File: config.mk
export PLATFORM = sky130hd
export DESIGN_NAME = fetch_queue
export DESIGN_NICKNAME = d
export VERILOG_FILES = /design/src/rtl/fetch_queue.sv
export SDC_FILE = /design/constraint.sdc
export NUM_CORES = 1
export LEC_CHECK = 0
export CAP_MARGIN = 0
export CORE_ASPECT_RATIO = 1.25
export CORE_MARGIN = 5
export CORE_UTILIZATION = 45
export DETAILED_ROUTE_END_ITERATION = 8
export PLACE_DENSITY = 0.66
export SLEW_MARGIN = 20
export SYNTH_ARGS = -nofsm -noshare
export SYNTH_HDL_FRONTEND = slang
export SYNTH_SLANG_ARGS = --single-unit
File: constraint.sdc
create_clock -name clock -period 8.9 [get_ports clock]
set_clock_uncertainty 0.15 [all_clocks]
set_input_delay 0.89 -clock clock [delete_from_list [all_inputs] [get_ports clock]]
set_output_delay 0.89 -clock clock [all_outputs]
set_load 0.005 [all_outputs]
File: src/rtl/fetch_queue.sv
// Instruction-fetch front end: owns the PC, issues 1-cycle-latency ROM reads and
// buffers returned words with their PCs in a small FIFO drained by decode.
module fetch_queue #(
  parameter int          DEPTH    = 4,
  parameter logic [31:0] RESET_PC = 32'h0000_0000
) (
  input  logic        clock,
  input  logic        reset,
  output logic        rom_enable,
  output logic [31:0] rom_address,
  input  logic [31:0] rom_data,
  input  logic        branch_flag,
  input  logic [31:0] branch_address,
  input  logic        id_ready,
  output logic        id_valid,
  output logic [31:0] id_instruction,
  output logic [31:0] id_pc
);

  localparam int PW = $clog2(DEPTH);
  localparam int CW = PW + 1;

  logic [31:0]   r_pc;
  logic [31:0]   r_tag;
  logic          r_inflight;
  logic [PW-1:0] r_wr_ptr;
  logic [PW-1:0] r_rd_ptr;
  logic [CW-1:0] r_count;
  logic [31:0]   r_mem_ins [DEPTH];
  logic [31:0]   r_mem_pc  [DEPTH];
  logic [31:0]   r_id_ins;
  logic [31:0]   r_id_pc;

  logic [CW-1:0] w_occupancy;
  logic          w_issue;
  logic          w_push;
  logic          w_pop;
  logic [PW-1:0] w_rd_next;
  logic [CW-1:0] w_count_next;
  logic          w_head_from_rom;
  logic [31:0]   w_head_ins;
  logic [31:0]   w_head_pc;
  logic [31:0]   w_target;

  // The in-flight read already owns a slot, so occupancy counts it.
  assign w_occupancy  = r_count + CW'(r_inflight);
  assign w_issue      = (w_occupancy < CW'(DEPTH)) && !branch_flag;
  assign w_push       = r_inflight && !branch_flag;
  assign w_pop        = (r_count != '0) && id_ready && !branch_flag;
  assign w_rd_next    = r_rd_ptr + PW'(w_pop);
  assign w_count_next = r_count + CW'(w_push) - CW'(w_pop);
  assign w_target     = branch_address & 32'hFFFF_FFFC;

  // The word being pushed becomes the head only when nothing else remains.
  assign w_head_from_rom = w_push && (r_count == CW'(w_pop));
  assign w_head_ins      = w_head_from_rom ? rom_data : r_mem_ins[w_rd_next];
  assign w_head_pc       = w_head_from_rom ? r_tag    : r_mem_pc[w_rd_next];

  assign rom_enable     = reset && w_issue;
  assign rom_address    = reset ? r_pc : 32'h0;
  assign id_valid       = (r_count != '0);
  assign id_instruction = r_id_ins;
  assign id_pc          = r_id_pc;

  always_ff @(posedge clock) begin
    if (w_push) begin
      r_mem_ins[r_wr_ptr] <= rom_data;
      r_mem_pc[r_wr_ptr]  <= r_tag;
    end
  end

  always_ff @(posedge clock or negedge reset) begin
    if (!reset) begin
      r_pc       <= RESET_PC;
      r_tag      <= 32'h0;
      r_inflight <= 1'b0;
      r_wr_ptr   <= '0;
      r_rd_ptr   <= '0;
      r_count    <= '0;
      r_id_ins   <= 32'h0;
      r_id_pc    <= 32'h0;
    end else if (branch_flag) begin
      // Redirect flushes everything, including the word returning this cycle.
      r_pc       <= w_target;
      r_inflight <= 1'b0;
      r_wr_ptr   <= '0;
      r_rd_ptr   <= '0;
      r_count    <= '0;
    end else begin
      if (w_issue) begin
        r_pc  <= r_pc + 32'd4;
        r_tag <= r_pc;
      end
      r_inflight <= w_issue;
      if (w_push) begin
        r_wr_ptr <= r_wr_ptr + PW'(1);
      end
      r_rd_ptr <= w_rd_next;
      r_count  <= w_count_next;
      if (w_count_next != '0) begin
        r_id_ins <= w_head_ins;
        r_id_pc  <= w_head_pc;
      end
    end
  end

endmodule

==> results.sh <==
export IMPL_layout_common_cells="sky130_fd_sc_hd__edfxtp_1 (248), sky130_fd_sc_hd__clkdlybuf4s50_1 (158), sky130_fd_sc_hd__dfrtp_1 (130)"
export IMPL_antenna_found_initial=0
export IMPL_row_count=76
export IMPL_drt_iter0_markers=545
export IMPL_netlist_top_cell_by_area="sky130_fd_sc_hd__edfxtp_1"
export IMPL_ioPinCount=166
export IMPL_timing_critical_path_required_ns=9.10
export IMPL_detail_route_vias_per_cell=5.41
export IMPL_final_max_slew_viol_count=0
export IMPL_numClockSinks=378
export IMPL_cts_root_buffer_cell="sky130_fd_sc_hd__clkbuf_16"
export IMPL_drc_errors=0
export IMPL_tritoncts="built"
export IMPL_yosys_register_bits=378
export IMPL_detailedRoute_firstPassIterationCount=4
export IMPL_post_synthesis_cell_area_mm2=0.0156
export IMPL_clk_transition_reported_paths_ns=0.06
export IMPL_dieHeight_um=218
export IMPL_cts_made_buffers=38
export IMPL_critical_setup_path_kind="in -> reg"
export IMPL_timing_worst_slew_pin_value_ns=1.04
export IMPL_achievable_frequency_mhz=207
export IMPL_max_vdd_ir_drop_v=0.000135
export IMPL_layout_worst_path_cycle_share_pct=54.2
export IMPL_detail_route_antenna_nets=0
export IMPL_flow_area_growth_from_synthesis_pct=20.3
export IMPL_port_buffers=159
export IMPL_finalWorstPathRequiredPeriod_ns=4.82
export IMPL_hp_class="in -> async"
export IMPL_synth_flop_cell="sky130_fd_sc_hd__edfxtp_1"
export IMPL_synthArstFlopShare_pct=34.4
export IMPL_yosysUniqueCellTypes=50
export IMPL_rsz_0062_raised_after_global_routing="false"
export IMPL_setup_tns_ns=0
export IMPL_worst_r2r_setup_slack_ns=4.72
export IMPL_final_common_cell="sky130_fd_sc_hd__edfxtp_1"
export IMPL_place_hpwl_mm=18.8
export IMPL_grt_max_degree=93
export IMPL_first_global_vias=9356
export IMPL_share_of_synthesized_area_occupied_by_flip_flops_and_latches_pct=68.5
export IMPL_critPathCaptureType="flip-flop"
export IMPL_synthTopCellsByArea="sky130_fd_sc_hd__edfxtp_1 (48%), sky130_fd_sc_hd__dfrtp_1 (21%), sky130_fd_sc_hd__mux4_2 (8.9%)"
export IMPL_timing_max_slew_rel_slack_pct=30.4
export IMPL_gp_weighted_congestion=0.743
export IMPL_synth_area_per_cell_um2=16.0
export IMPL_fraction_of_final_layout_cells_sized_beyond_drive_strength_1_pct=15.0
export IMPL_wl_per_cell_um=20.2
export IMPL_synth_enable_flop_cells=248
export IMPL_die_x_um=177
export IMPL_utilization_pct=54.6
export IMPL_critPathLaunchType="input pin"
export IMPL_synth_warnings=0
export IMPL_cap_viol_max_count=0
export IMPL_diodes=0
export IMPL_grt_use_total_pct=17.2
export IMPL_arrival_ns=5.02
export IMPL_syn_instance_count=977
export IMPL_report_final_hold_viol_count=0
export IMPL_design_die_area_mm2=0.0386
export IMPL_crit_path_max_fanout=86
export IMPL_postRouteWirelength_mm=32.7
export IMPL_status="finished clean"
export IMPL_grt_first_pass_wirelength_mm=52.4
export IMPL_num_vias=8772
export IMPL_cts_hold_repair_buffers=0
export IMPL_final_setup_viol_count=0
export IMPL_htree_num_levels=2
export IMPL_ff2ff_path_depth=12
export IMPL_yosys_area_top_type_share_pct=47.7
export IMPL_floorplan_core_area_mm2=0.0344
export IMPL_floorplan_initialDensity_pct=45.4
export IMPL_pwr_cell_area_mw_per_mm2=283
export IMPL_clock_latency_ns=0.52
export IMPL_cts_post_setup_buffers_inserted=0
export IMPL_fin_nets=1201
export IMPL_leakage_nw=6.86
export IMPL_ctsResizeCount=0
export IMPL_max_clock_path_buffers=3
export IMPL_globalRouteOverflowTotal=0
cell type report:
type                    instances  area, um2
fillers                      2851      15600
flip-flops and latches        378      10700
multi-input cells             528       4620
repair buffers                169       1670
clock buffers                  57       1120
well taps                     468        586
clock inverters                12       81.3
inverters                       9       33.8
synthesized netlist by cell type (2+ instances only):
cell,number
sky130_fd_sc_hd__edfxtp_1,248
sky130_fd_sc_hd__dfrtp_1,130
sky130_fd_sc_hd__nand2_1,76
sky130_fd_sc_hd__o21ai_0,75
sky130_fd_sc_hd__mux2i_1,65
sky130_fd_sc_hd__mux4_2,62
sky130_fd_sc_hd__and2_1,36
sky130_fd_sc_hd__buf_2,35
sky130_fd_sc_hd__mux2_2,32
sky130_fd_sc_hd__nor2_1,22
sky130_fd_sc_hd__nand3_1,21
sky130_fd_sc_hd__clkbuf_1,17
sky130_fd_sc_hd__nand4_1,17
sky130_fd_sc_hd__a31oi_1,14
sky130_fd_sc_hd__or4_1,14
sky130_fd_sc_hd__nor2b_1,13
sky130_fd_sc_hd__o31ai_1,11
sky130_fd_sc_hd__inv_1,9
sky130_fd_sc_hd__ha_1,8
sky130_fd_sc_hd__a22oi_1,7
sky130_fd_sc_hd__and3_1,7
sky130_fd_sc_hd__buf_4,5
sky130_fd_sc_hd__buf_6,5
sky130_fd_sc_hd__or3_1,4
sky130_fd_sc_hd__a21oi_1,3
sky130_fd_sc_hd__and4_1,3
sky130_fd_sc_hd__buf_1,3
sky130_fd_sc_hd__nor3_1,3
sky130_fd_sc_hd__xnor2_1,3
sky130_fd_sc_hd__a211o_1,2
sky130_fd_sc_hd__a22o_1,2
sky130_fd_sc_hd__and4_4,2
sky130_fd_sc_hd__nand2b_1,2
sky130_fd_sc_hd__nor4_1,2
sky130_fd_sc_hd__nor4b_1,2
sky130_fd_sc_hd__o211ai_1,2
sky130_fd_sc_hd__o21ai_1,2
where the power goes:
part           total [mW]  leakage [nW]  switching (mW)  internal (mW)
clock                1.53         0.592           0.635          0.896
combinational        1.34          2.49           0.622          0.716
sequential           2.44          3.78           0.215           2.23
registers in the layout, indices dropped and copies added (netlist names):
| name | cells |
|---|---|
| id_instruction | 32 |
| r_mem_pc | 120 |
| r_wr_ptr | 2 |
| r_count | 3 |
| r_mem_ins | 128 |
| r_rd_ptr | 2 |
| r_inflight | 1 |
| id_pc | 30 |
| r_pc | 30 |
| r_tag | 30 |
through the flow:
step	cells	hold slack [ns]	instance area (um2)	setup slack [ns]	power [mW]
after global routing	1621	0.342	18800	3.71	5.62
final	1621	0.273	18800	4.08	5.31
after detailed placement	1552	0.319	17600	3.53	3.86
after CTS	1621	0.306	18800	4.07	5.40
after floorplan	980	0.323	15600	5.27	3.23
after global placement	1552	0.310	17600	3.59	3.82
cell families (layout without fill, tap and decap cells):
group,count (synthesis),in the layout,share of synthesized area (%)
flip-flops,378,378,68.5
AND/OR/NAND/NOR,230,230,7.90
multiplexers,160,160,15.5
AO/OA/AOI/OAI,119,119,4.36
buffers and inverters,74,247,2.42
adder cells (fa/ha/maj),9,9,0.769
XOR/XNOR,6,6,0.553
other,1,4,0.0240
worst max-delay path: stages:
cell,delay [ns]
sky130_fd_sc_hd__clkdlybuf4s50_1,0.45
sky130_fd_sc_hd__buf_4,0.40
sky130_fd_sc_hd__inv_1,0.08
sky130_fd_sc_hd__buf_4,0.27
sky130_fd_sc_hd__and3_1,0.25
sky130_fd_sc_hd__ha_1,0.30
sky130_fd_sc_hd__inv_1,0.06
sky130_fd_sc_hd__ha_1,0.13
sky130_fd_sc_hd__inv_1,0.05
sky130_fd_sc_hd__fa_1,0.36
sky130_fd_sc_hd__xor3_1,0.24
sky130_fd_sc_hd__o21ai_4,0.15
sky130_fd_sc_hd__buf_4,0.35
sky130_fd_sc_hd__buf_4,0.66
sky130_fd_sc_hd__o21ai_0,0.22
final timing paths:
check,startpoint,end
min,reset,r_tag[6]
min reg2reg,id_instruction[5],id_instruction[5]
min in group clock,id_instruction[5],id_instruction[5]
max reg2reg,r_count[2],id_pc[24]
max in group asynchronous,reset,r_tag[18]
max,branch_flag,id_pc[24]
per-layer routing:
| layer | global-route usage, % | vias up | wire [um] |
|---|---|---|---|
| met3 | 2.85 | 46 | 1300 |
| met5 | 0 | - | 0 |
| met1 | 23.4 | 4477 | 14400 |
| li1 | - | 4040 | - |
| met4 | 4.72 | 0 | 681 |
| met2 | 28.9 | 209 | 16300 |
Note: power is estimated with default switching activity, not from simulation.
==> edit: new RTL, same flow settings <==
Make the reset (`reset`) synchronous in one clocked block.
--- a/src/rtl/fetch_queue.sv
+++ b/src/rtl/fetch_queue.sv
@@ -71,3 +71,3 @@
 
-  always_ff @(posedge clock or negedge reset) begin
+  always_ff @(posedge clock) begin
     if (!reset) begin
Behaviour: differs if reset is asserted again (counterexample within 4 cycles, from zero or initial values and one cycle with reset low); with reset held inactive, the same outputs for 4 cycles.
==> edit against the unedited design <==
- area after synthesis down 3.3%
- first-iteration DRC count rose by 13%
- global-route usage is 0.33 points higher
- fmax decreased by 7.9%
- routed wire length increased by 1.9%
- setup slack worse by 0.42 ns
- cell area decreased by 3.1%
- sequential cell count unchanged
- critical path type unchanged
- count of clock-buffer cells in the layout shrank 9
- highest routed layer unchanged
Power is not compared: it rests on default switching activity, and its combinational part moved more than twofold at a synthesized area within 25%.
==> edit: results (changes against the unedited design) <==
metric,value,unit,change
status,finished clean,,
largest_register,r_mem_ins,,
cp_top_family,buffers and inverters,,
slowest_stage,a21oi_4,,
worstPathArrival,5.53,ns,+0.51 ns
p_leak,6.03,nW,
drt-total-wl,33300,um,+1.9%
fillers,2807,,-1.5%
synthTopCellsByArea,"edfxtp_1 49%, dfxtp_1 17%, mux4_2 9.2%",,
drive_gt1_share,11.7,%,-3.3 points
hold_class,flip-flop to flip-flop,,
synthCells,1127,,+15%
drt_iter0_drc,618,,+13%
pre_cts_ws,3.07,ns,-0.461 ns
grt_pass1_wl,53200,um,+1.6%
synth_edf_count,248,,unchanged
grt_start_max_net_pins,85,,-8.6%
track_usage,17.5,%,+0.33 points
placed_cell_area,0.0170,mm^2,-3.3%
cp_max_fo,84,,-2.3%
stdcell_count,1700,,+4.9%
yosysUniqueCellTypes,49,,-2.0%
finalWeightedCongestion,0.761,,+2.4%
maxSlewHeadroom,33.9,%,+3.5 points
vias_per_cell,5.63,,+4.1%
layout_min_cycle_time,5.24,ns,+0.415 ns
cts_made_buffers,37,,-2.6%
cts-hold-fix-buffers,0,,unchanged
cts_setup_buffers,0,,unchanged
grt_util_met1,23.7,%,+0.39 points
nets,1329,,+11%
portBuffers,159,,unchanged
grt_use_met2,29.8,%,+0.89 points
synth_commonest_cells,"248 x edfxtp_1, 136 x nand2_1, 130 x dfxtp_1, 127 x o21ai_0, 82 x a31oi_1",,
met3_usage,2.76,%,-0.095 points
clk_latency,0.52,ns,about the same
vdd_drop_max,0.103,mV,
grt_antenna_before_repair,0,,unchanged
hpwl,19000,um,+1.4%
antenna_cells,0,,unchanged
ys_seq_area_share,66.5,%,-2.0 points
synthArstFlopShare,0,%,-34 points
slowest_delay,0.80,ns,+0.14 ns
drt-pass1-iter-count,5,,+1
grt_pass1_vias,9626,,+2.9%
dp_cells,1636,,+5.4%
==> edit: changes by cell type after synthesis, moves of 11 or more <==
cell	unedited run	this run
o21ai_0	75	127
clkbuf_1	17	59
nor2b_1	13	2
dfxtp_1	0	130
a21oi_1	3	34
nand3_1	21	42
mux2_2	32	0
a31oi_1	14	82
mux2i_1	65	1
dfrtp_1	130	0
nand2_1	76	136
==> edit: where the power goes <==
part	internal, mW	switching (mW)	leakage, nW
Combinational	0.129	0.124	2.01
Sequential	1.92	0.0423	3.44
Clock	0.909	0.639	0.575
Total	2.96	0.805	6.03
==> edit: worst paths after layout <==
| path | start | slack [ns] | end | cells after the start |
|---|---|---|---|---|
| setup / recovery | branch_flag | 3.66 | id_pc[14] | 13 |
| setup reg to reg | r_count[2] | 4.25 | id_pc[14] | 11 |
| hold / removal | r_pc[10] | 0.37 | r_tag[10] | 2 |
| hold reg to reg | r_pc[10] | 0.37 | r_tag[10] | 2 |
==> edit: layer usage <==
layer,share of wire (%),wire length (um),up-vias
met5,0,0,-
met4,1.4,476,0
met3,4.5,1510,28
met2,49,16500,246
met1,45,14900,4752
li1,-,-,4552
==> edit: cell type report <==
class / instances / area [um^2] / share of cell area (%)
inverters: 11 / 41.3 / 0.227
flip-flops and latches: 378 / 10000 / 55.2
multi-input cells: 650 / 4700 / 25.8
clock inverters: 16 / 196 / 1.08
repair buffers: 174 / 1700 / 9.34
clock buffers: 48 / 997 / 5.48
well taps: 423 / 529 / 2.91
==> edit: logic make-up after synthesis <==
logic type,synth area share [%]
flip-flops,66.5
AO/OA/AOI/OAI,10.2
adder cells (fa/ha/maj),0.795
AND/OR/NAND/NOR,9.50
multiplexers,9.51
buffers and inverters,2.94
XOR/XNOR,0.505
other,0.0248
